## config.mk

```make
export PLATFORM = sky130hd
export DESIGN_NAME = ascon_perm_core
export DESIGN_NICKNAME = d
export VERILOG_FILES = /design/src/rtl/ascon_pkg.sv /design/src/rtl/ascon_ps.sv /design/src/rtl/ascon_round.sv /design/src/rtl/ascon_perm_core.sv
export SDC_FILE = /design/constraint.sdc
export NUM_CORES = 2
export LEC_CHECK = 0
export ABC_AREA = 1
export CORE_ASPECT_RATIO = 0.6
export CORE_MARGIN = 4
export CORE_UTILIZATION = 50
export CTS_CLUSTER_DIAMETER = 100
export DETAILED_ROUTE_END_ITERATION = 16
export PLACE_DENSITY = 0.9
export SYNTH_ARGS = -nofsm -noshare
export SYNTH_HDL_FRONTEND = slang
export SYNTH_SLANG_ARGS = --single-unit
```

## constraint.sdc

```tcl
create_clock -name clk -period 2.05 [get_ports clk]
set_input_delay 0.5125 -clock clk [delete_from_list [all_inputs] [get_ports clk]]
set_output_delay 0.5125 -clock clk [all_outputs]
set_load 0.03 [all_outputs]
```

## src/rtl/ascon_pkg.sv

```systemverilog
// rtl/ascon_pkg.sv - shared types, constants and helpers for the Ascon permutation
package ascon_pkg;

    typedef struct packed {
        logic [63:0] x0;
        logic [63:0] x1;
        logic [63:0] x2;
        logic [63:0] x3;
        logic [63:0] x4;
    } ascon_state_t;

    typedef enum logic [1:0] {
        ST_IDLE = 2'd0,
        ST_RUN  = 2'd1,
        ST_DONE = 2'd2
    } perm_state_e;

    localparam int ROUNDS_A = 12;
    localparam int ROUNDS_B = 6;

    function automatic logic [7:0] rc_const(input logic [3:0] i);
        return {4'(4'd15 - i), i};
    endfunction

    function automatic logic [63:0] ror64(input logic [63:0] x, input int unsigned n);
        return (x >> n) | (x << (64 - n));
    endfunction

endpackage

```

## src/rtl/ascon_ps.sv

```systemverilog
// rtl/ascon_ps.sv - 5-bit Ascon S-box in its bit-sliced boolean form
module ascon_ps (
    input  logic [4:0] sbox_in,
    output logic [4:0] sbox_out
);

    logic a0, a1, a2, a3, a4;
    logic t0, t1, t2, t3, t4;

    always_comb begin
        a0 = sbox_in[4];
        a1 = sbox_in[3];
        a2 = sbox_in[2];
        a3 = sbox_in[1];
        a4 = sbox_in[0];

        a0 = a0 ^ a4;
        a4 = a4 ^ a3;
        a2 = a2 ^ a1;

        t0 = ~a0 & a1;
        t1 = ~a1 & a2;
        t2 = ~a2 & a3;
        t3 = ~a3 & a4;
        t4 = ~a4 & a0;

        a0 = a0 ^ t1;
        a1 = a1 ^ t2;
        a2 = a2 ^ t3;
        a3 = a3 ^ t4;
        a4 = a4 ^ t0;

        a1 = a1 ^ a0;
        a0 = a0 ^ a4;
        a3 = a3 ^ a2;
        a2 = ~a2;

        sbox_out = {a0, a1, a2, a3, a4};
    end

endmodule

```

## src/rtl/ascon_round.sv

```systemverilog
// rtl/ascon_round.sv - one combinational Ascon round: constant, substitution, diffusion
module ascon_round
    import ascon_pkg::*;
(
    input  ascon_state_t state_in,
    input  logic [3:0]   round_idx,
    output ascon_state_t state_out
);

    ascon_state_t added;
    ascon_state_t subst;
    logic [4:0]   sb_in  [64];
    logic [4:0]   sb_out [64];

    always_comb begin
        added         = state_in;
        added.x2[7:0] = state_in.x2[7:0] ^ rc_const(round_idx);
    end

    // Column j of the five words forms one S-box input, x0 as MSB.
    for (genvar j = 0; j < 64; j++) begin : g_sbox
        assign sb_in[j] = {added.x0[j], added.x1[j], added.x2[j], added.x3[j], added.x4[j]};
        ascon_ps u_ps (
            .sbox_in  (sb_in[j]),
            .sbox_out (sb_out[j])
        );
    end

    always_comb begin
        subst = '0;
        for (int j = 0; j < 64; j++) begin
            subst.x0[j] = sb_out[j][4];
            subst.x1[j] = sb_out[j][3];
            subst.x2[j] = sb_out[j][2];
            subst.x3[j] = sb_out[j][1];
            subst.x4[j] = sb_out[j][0];
        end
    end

    always_comb begin
        state_out.x0 = subst.x0 ^ ror64(subst.x0, 19) ^ ror64(subst.x0, 28);
        state_out.x1 = subst.x1 ^ ror64(subst.x1, 61) ^ ror64(subst.x1, 39);
        state_out.x2 = subst.x2 ^ ror64(subst.x2, 1)  ^ ror64(subst.x2, 6);
        state_out.x3 = subst.x3 ^ ror64(subst.x3, 10) ^ ror64(subst.x3, 17);
        state_out.x4 = subst.x4 ^ ror64(subst.x4, 7)  ^ ror64(subst.x4, 41);
    end

endmodule

```

## src/rtl/ascon_perm_core.sv

```systemverilog
// rtl/ascon_perm_core.sv - iterative Ascon p^a/p^b engine with start/done handshake
module ascon_perm_core
    import ascon_pkg::*;
#(
    parameter int UNROLL = 1
) (
    input  logic         clk,
    input  logic         rst_n,
    input  logic         start_i,
    input  logic [3:0]   rounds_i,
    input  logic [319:0] state_i,
    output logic         busy_o,
    output logic         done_o,
    output logic [319:0] state_o
);

    if (UNROLL != 1 && UNROLL != 2) begin : g_bad_unroll
        $error("ascon_perm_core: UNROLL must be 1 or 2");
    end

    localparam logic [3:0] STEP     = 4'(UNROLL);
    localparam logic [3:0] RC_FINAL = 4'(ROUNDS_A);

    perm_state_e  fsm_q, fsm_d;
    ascon_state_t state_q;
    logic [3:0]   rc_q;
    logic [3:0]   rc_init;
    logic         load;
    logic         step;
    ascon_state_t stage [UNROLL+1];

    // The round counter runs up to 12 so the last applied index is always 11.
    always_comb begin
        if (rounds_i == 4'd6) begin
            rc_init = 4'(ROUNDS_A - ROUNDS_B);
        end else if (rounds_i == 4'd8) begin
            rc_init = 4'(ROUNDS_A - 8);
        end else begin
            rc_init = 4'd0;
        end
    end

    assign stage[0] = state_q;

    for (genvar k = 0; k < UNROLL; k++) begin : g_round
        ascon_round u_round (
            .state_in  (stage[k]),
            .round_idx (rc_q + 4'(k)),
            .state_out (stage[k+1])
        );
    end

    always_ff @(posedge clk or negedge rst_n) begin
        if (!rst_n) begin
            fsm_q <= ST_IDLE;
        end else begin
            fsm_q <= fsm_d;
        end
    end

    always_comb begin
        fsm_d = fsm_q;
        load  = 1'b0;
        step  = 1'b0;
        case (fsm_q)
            ST_IDLE: begin
                if (start_i) begin
                    fsm_d = ST_RUN;
                    load  = 1'b1;
                end
            end
            ST_RUN: begin
                step = 1'b1;
                if (rc_q + STEP == RC_FINAL) begin
                    fsm_d = ST_DONE;
                end
            end
            ST_DONE: begin
                if (start_i) begin
                    fsm_d = ST_RUN;
                    load  = 1'b1;
                end else begin
                    fsm_d = ST_IDLE;
                end
            end
            default: fsm_d = ST_IDLE;
        endcase
    end

    always_ff @(posedge clk or negedge rst_n) begin
        if (!rst_n) begin
            state_q <= '0;
            rc_q    <= 4'd0;
        end else if (load) begin
            state_q <= ascon_state_t'(state_i);
            rc_q    <= rc_init;
        end else if (step) begin
            state_q <= stage[UNROLL];
            rc_q    <= rc_q + STEP;
        end
    end

    assign busy_o  = (fsm_q == ST_RUN);
    assign done_o  = (fsm_q == ST_DONE);
    assign state_o = state_q;

endmodule

```

==> qor_table.md, run 1 <==
| Parameter | Value | Unit |
|:---|:---|:---|
| Global Route Usage Sum | 98.5 | % |
| Clock tree sinks | 326 | - |
| Die boundary height | 218 | microns |
| Buffers from clock root to sink, at most | 3 | - |
| Largest net degree at the start of global routing | 57 | - |
| Width of the chip | 358 | microns |
| Clk Tree Root Cell | sky130_fd_sc_hd__clkbuf_16 | - |
| Maximum level of the CTS H-tree | 2 | - |
| Count of boundary I/O pins | 649 | - |
| Count of input and output buffers | 648 | - |
| Run Error | [ERROR GRT-0232] Routing congestion too high. Check the congestion heatmap in the GUI. | - |
| Rows | 76 | - |
| Step where the flow halted | global routing | - |
| Effective utilization at floorplan | 50.9 | % |
| Top cells by area, synth | sky130_fd_sc_hd__nand2_1 30%, sky130_fd_sc_hd__dfrtp_1 22%, sky130_fd_sc_hd__nand3_1 9.9%, sky130_fd_sc_hd__inv_1 4.9%, sky130_fd_sc_hd__xor2_1 4.5% | - |
| DP HPWL | 211000 | microns |
| WEP type | register data pin | - |
| Post-synthesis cell area | 36800 | sq um |
| Number of warnings printed during yosys synthesis | 0 | - |
| Yosys top cell area share | 29.9 | % |
| Post-placement cell area | 55700 | sq um |
| Cells after Synth | 6233 | - |
| Sequential fraction of the synthesis area | 22.1 | % |
| Remaining Overflow, GRT | 3610 | - |
| Number of CTS-inserted buffers | 37 | - |
| Distinct cells, synth | 33 | - |
| Biggest area consumer among synthesized cells | sky130_fd_sc_hd__nand2_1 | - |
| Run status | aborted with a tool error | - |
| Routability cong. | 1.38 | - |
| Post-synth net total | 6689 | - |
| Average cell area after synthesis | 5.91 | sq um |
| Last worst endpoint in the global-route repair_timing | state_o[112]$_DFFE_PN0P_/D | - |
| #FFs+latches synth | 326 | - |
[per-stage QoR]
step	setup TNS (ns)	cells	setup slack [ns]	hold WS, ns
2_1_floorplan	0	6233	0.00732	0.217
3_3_place_gp	-24.52	9140	-0.394	0.490
3_5_place_dp	-40.61	9140	-0.621	0.515
4_1_cts	-1.29	9252	-0.130	0.523
[synthesized netlist by cell type (all sizes together)]
cell type     n
nand3       730
o211ai        1
o22ai        50
dfrtp       326
nand4       130
a21oi       167
nand2      3031
a21boi       54
xor2        228
clkbuf       71
nor2        419
buf          73
ha          129
nand3b       16
a31oi         1
xnor2       105
inv         538
o21ai       164
[cell families after synthesis]
group                    after synthesis  share of synthesized area (%)
flip-flops                           326                           22.1
adder cells (fa/ha/maj)              129                           4.38
AO/OA/AOI/OAI                        437                           7.49
buffers and inverters                682                           7.16
XOR/XNOR                             333                           9.97
AND/OR/NAND/NOR                     4326                           48.9
[per-layer routing]
layer  overflow  track usage, %
met3        350            90.3
met5         34            80.1
met4        899             105
met2       1896             110
met1        431            93.3
[what timing repair did]
action | CTS
cloned | 0
hold buffers | 1
gates resized for setup | 1086
hold endpoints to repair | 31
pin swaps | 117
buffers inserted | 56
endpoints found under the setup margin | 508
==> run 2, diff against run 1 <==
Settings changed: CORE_ASPECT_RATIO 0.6 to not set, CORE_UTILIZATION 50 to 40, CTS_CLUSTER_DIAMETER 100 to not set, PLACE_DENSITY 0.9 to not set, PLACE_DENSITY_LB_ADDON set to 0.15.
Clock period 2.05 ns to 2.7 ns, I/O delays scaled along.
==> qor_table.md, run 2 <==
| Parameter | Value | Unit |
|:---|:---|:---|
| Core area | 91500 | sq um |
| Average cell area after synthesis | 5.91 | sq um |
| Number of buffers inserted to repair setup after CTS | 0 | - |
| Maximum level of the CTS H-tree | 2 | - |
| Count of input and output buffers | 648 | - |
| Share of cells above drive strength 1 | 13.0 | % |
| Number of filler cells placed in the layout | 8948 | - |
| Type of the most critical hold path | flop to flop | - |
| Top cell types by occurrence after synthesis | 2932 x sky130_fd_sc_hd__nand2_1, 730 x sky130_fd_sc_hd__nand3_1, 481 x sky130_fd_sc_hd__inv_1 | - |
| Routability cong. | 1.16 | - |
| Setup ws final | 0.0135 | ns |
| NumNets Final | 7829 | - |
| Remaining routing DRC violations | 0 | - |
| Via density per instance | 5.80 | - |
| Relative slew margins | 45.8 | % |
| Remaining Overflow, GRT | 0 | - |
| Post-detailed-routing wire length | 247000 | microns |
| Number of max-slew violations in the final report | 0 | - |
| Post-synthesis cell area | 36800 | sq um |
| Sequential fraction of the synthesis area | 22.1 | % |
| Worst-margin pin slew | 0.813 | ns |
| List of cells traversed by the critical path | clkdlybuf4s50_1 | - |
| Setup repair after global routing missed its margin | no | - |
| Clk Tree Root Cell | sky130_fd_sc_hd__clkbuf_16 | - |
| Start-to-end type of the worst setup path | flop to output pin | - |
| Rows | 111 | - |
| First-pass GRT wire length | 335000 | microns |
| #FFs+latches synth | 326 | - |
| Number of enable-type register cells in the synthesized netlist | 0 | - |
| Clock-pin slew on the worst setup and hold paths | 0.07 | ns |
| Element type at the critical path start | flop | - |
| Initial detailed-routing violation count | 7228 | - |
| DP HPWL | 210000 | microns |
| Placement Setup Slack | 0.126 | ns |
| Delay contributed by the slowest stage of the critical path | 0.76 | ns |
| Buf/Inv on CP | 1 | - |
| Category of cells accounting for the largest share of critical-path delay | buffers and inverters | - |
| Post-DR wirelength/cell | 28.7 | microns |
| Count of boundary I/O pins | 649 | - |
| Post-DRT Antenna Nets | 0 | - |
| Post-synth net total | 6689 | - |
| Run status | finished clean | - |
| Hold WS | 0.507 | ns |
| Max FFs per register | 320 | - |
| Arrival time of data at the critical path endpoint | 2.01 | ns |
| Clock insertion delay at the later pin of the skew report | 0.64 | ns |
| Maximum fanout count along the critical path | 4 | - |
| Die Footprint | 97000 | sq um |
| Global Route Usage Sum | 48.6 | % |
| Number of search-and-repair iterations in the first detailed-routing pass | 9 | - |
| Buffers from clock root to sink, at most | 3 | - |
| Die boundary height | 312 | microns |
| Number of CTS-inserted buffers | 44 | - |
| Top cells by area, synth | sky130_fd_sc_hd__nand2_1 30%, sky130_fd_sc_hd__dfrtp_1 22%, sky130_fd_sc_hd__nand3_1 9.9%, sky130_fd_sc_hd__inv_1 4.9%, sky130_fd_sc_hd__xor2_1 4.5% | - |
| Clock tree sinks | 326 | - |
| Final setup violating endpoints | 0 | - |
| Most frequent cells in the layout | 2931 x sky130_fd_sc_hd__nand2_1, 730 x sky130_fd_sc_hd__nand3_1, 643 x sky130_fd_sc_hd__clkdlybuf4s50_1 | - |
| CP Capture Type | output pin | - |
| Skew final | 0.0278 | ns |
| Vias in the first global route | 45000 | - |
| Number of violations of the max-capacitance limit | 0 | - |
| Final Hold Vio Count | 0 | - |
| Minimum clock period | 2.69 | ns |
| Largest net degree at the start of global routing | 133 | - |
| Effective utilization at floorplan | 40.3 | % |
| Final cycle utilization of the critical path | 99.5 | % |
| CTS tree | yes | - |
| Distinct cells, synth | 33 | - |
| Required time of the critical path | 2.03 | ns |
| Most repeated cell in the gate-level netlist after synthesis | sky130_fd_sc_hd__nand2_1 | - |
| Yosys top cell area share | 29.9 | % |
| Cells after Synth | 6233 | - |
| Leading register cell type out of synthesis | sky130_fd_sc_hd__dfrtp_1 | - |
| Accumulated negative setup slack | 0 | ns |
| Achievable clock frequency | 0.372 | GHz |
| Detailed-route via count | 49900 | - |
| Biggest area consumer among synthesized cells | sky130_fd_sc_hd__nand2_1 | - |
| Width of the chip | 312 | microns |
| Worst path slowest cell | sky130_fd_sc_hd__clkdlybuf4s50_1 | - |
| Async SR Flop Fraction | 100 | % |
| Most common library cell in the layout ignoring fill and taps | sky130_fd_sc_hd__nand2_1 | - |
| Number of antenna violations at the first check in global routing | 22 | - |
| Post-synthesis to final-layout area growth | 37.7 | % |
| Number of warnings printed during yosys synthesis | 0 | - |
[run 2: cell counts after synthesis]
No cell type changed its count.
[run 2: timing repair]
| action | 4_1_cts | 5_1_grt |
|---|---|---|
| endpoints found under the hold margin | 39 | 0 |
| pin swaps | 0 | 0 |
| setup endpoints to repair | 4 | 1 |
| hold buffers | 1 | 0 |
| gates resized for setup | 4 | 1 |
[run 2: layout make-up]
| class | count | area [sq um] | share of cell area (%) |
|---|---|---|---|
| Tap cell | 1186 | 1480 | 2.92 |
| Clock buffer | 60 | 1260 | 2.49 |
| Timing Repair Buffer | 1238 | 11500 | 22.6 |
| Clock inverter | 17 | 229 | 0.451 |
| Antenna cell | 15 | 37.5 | 0.0740 |
| Sequential cell | 326 | 8160 | 16.1 |
| Multi-Input combinational cell | 5225 | 26100 | 51.4 |
| Inverter | 538 | 2040 | 4.01 |
[run 2: layer usage]
metal  vias to the layer above  global-route usage [%]  wire length [microns]  share of wire [%]
met1                     23500                    61.4                  92600                 38
met5                         -                       0                     29              0.012
met3                       776                    13.8                  31000                 13
met4                         4                    35.5                  22400                9.1
li1                      22100                       -                      -                  -
met2                      3541                    70.7                 101000                 41
[run 2: metrics by stage]
| stage | instances | cell area, sq um | util (%) |
|---|---|---|---|
| 2_1_floorplan | 6233 | 36800 | - |
| 3_3_place_gp | 8512 | 49200 | 53.8 |
| 3_5_place_dp | 8512 | 49200 | 53.8 |
| 4_1_cts | 8590 | 50700 | 55.4 |
| 5_1_grt | 8590 | 50700 | 55.4 |
| 6_report | 8605 | 50700 | 55.4 |
[run 2: worst paths after layout]
path                            depth (start not counted)    startpoint  slack [ns]           end
min in group asynchronous                               2         rst_n        0.56  state_o[133]
worst max register to register                          9  state_o[246]        0.04  state_o[118]
worst min register to register                          2   state_o[72]        0.51   state_o[72]
max in group asynchronous                               4         rst_n        1.22  state_o[161]
worst min-delay path                                    2   state_o[72]        0.51   state_o[72]
worst max-delay path                                    1  state_o[263]        0.01  state_o[263]
[run 2: cell families (layout without fill, tap and decap cells)]
family | after synthesis | count (layout) | synth area share (%)
DFF | 326 | 326 | 22.1
and+or+nand+nor | 4326 | 4326 | 48.9
other | 0 | 15 | 0
xor gates and xnor gates | 333 | 333 | 9.97
AOI/OAI and AO/OA | 437 | 437 | 7.49
buffers and inverters | 682 | 1853 | 7.16
adders and majority gates | 129 | 129 | 4.38
Power of run 2 is not shown: default switching activity piles up to over one toggle a cycle in this logic, so the estimate is an artifact.
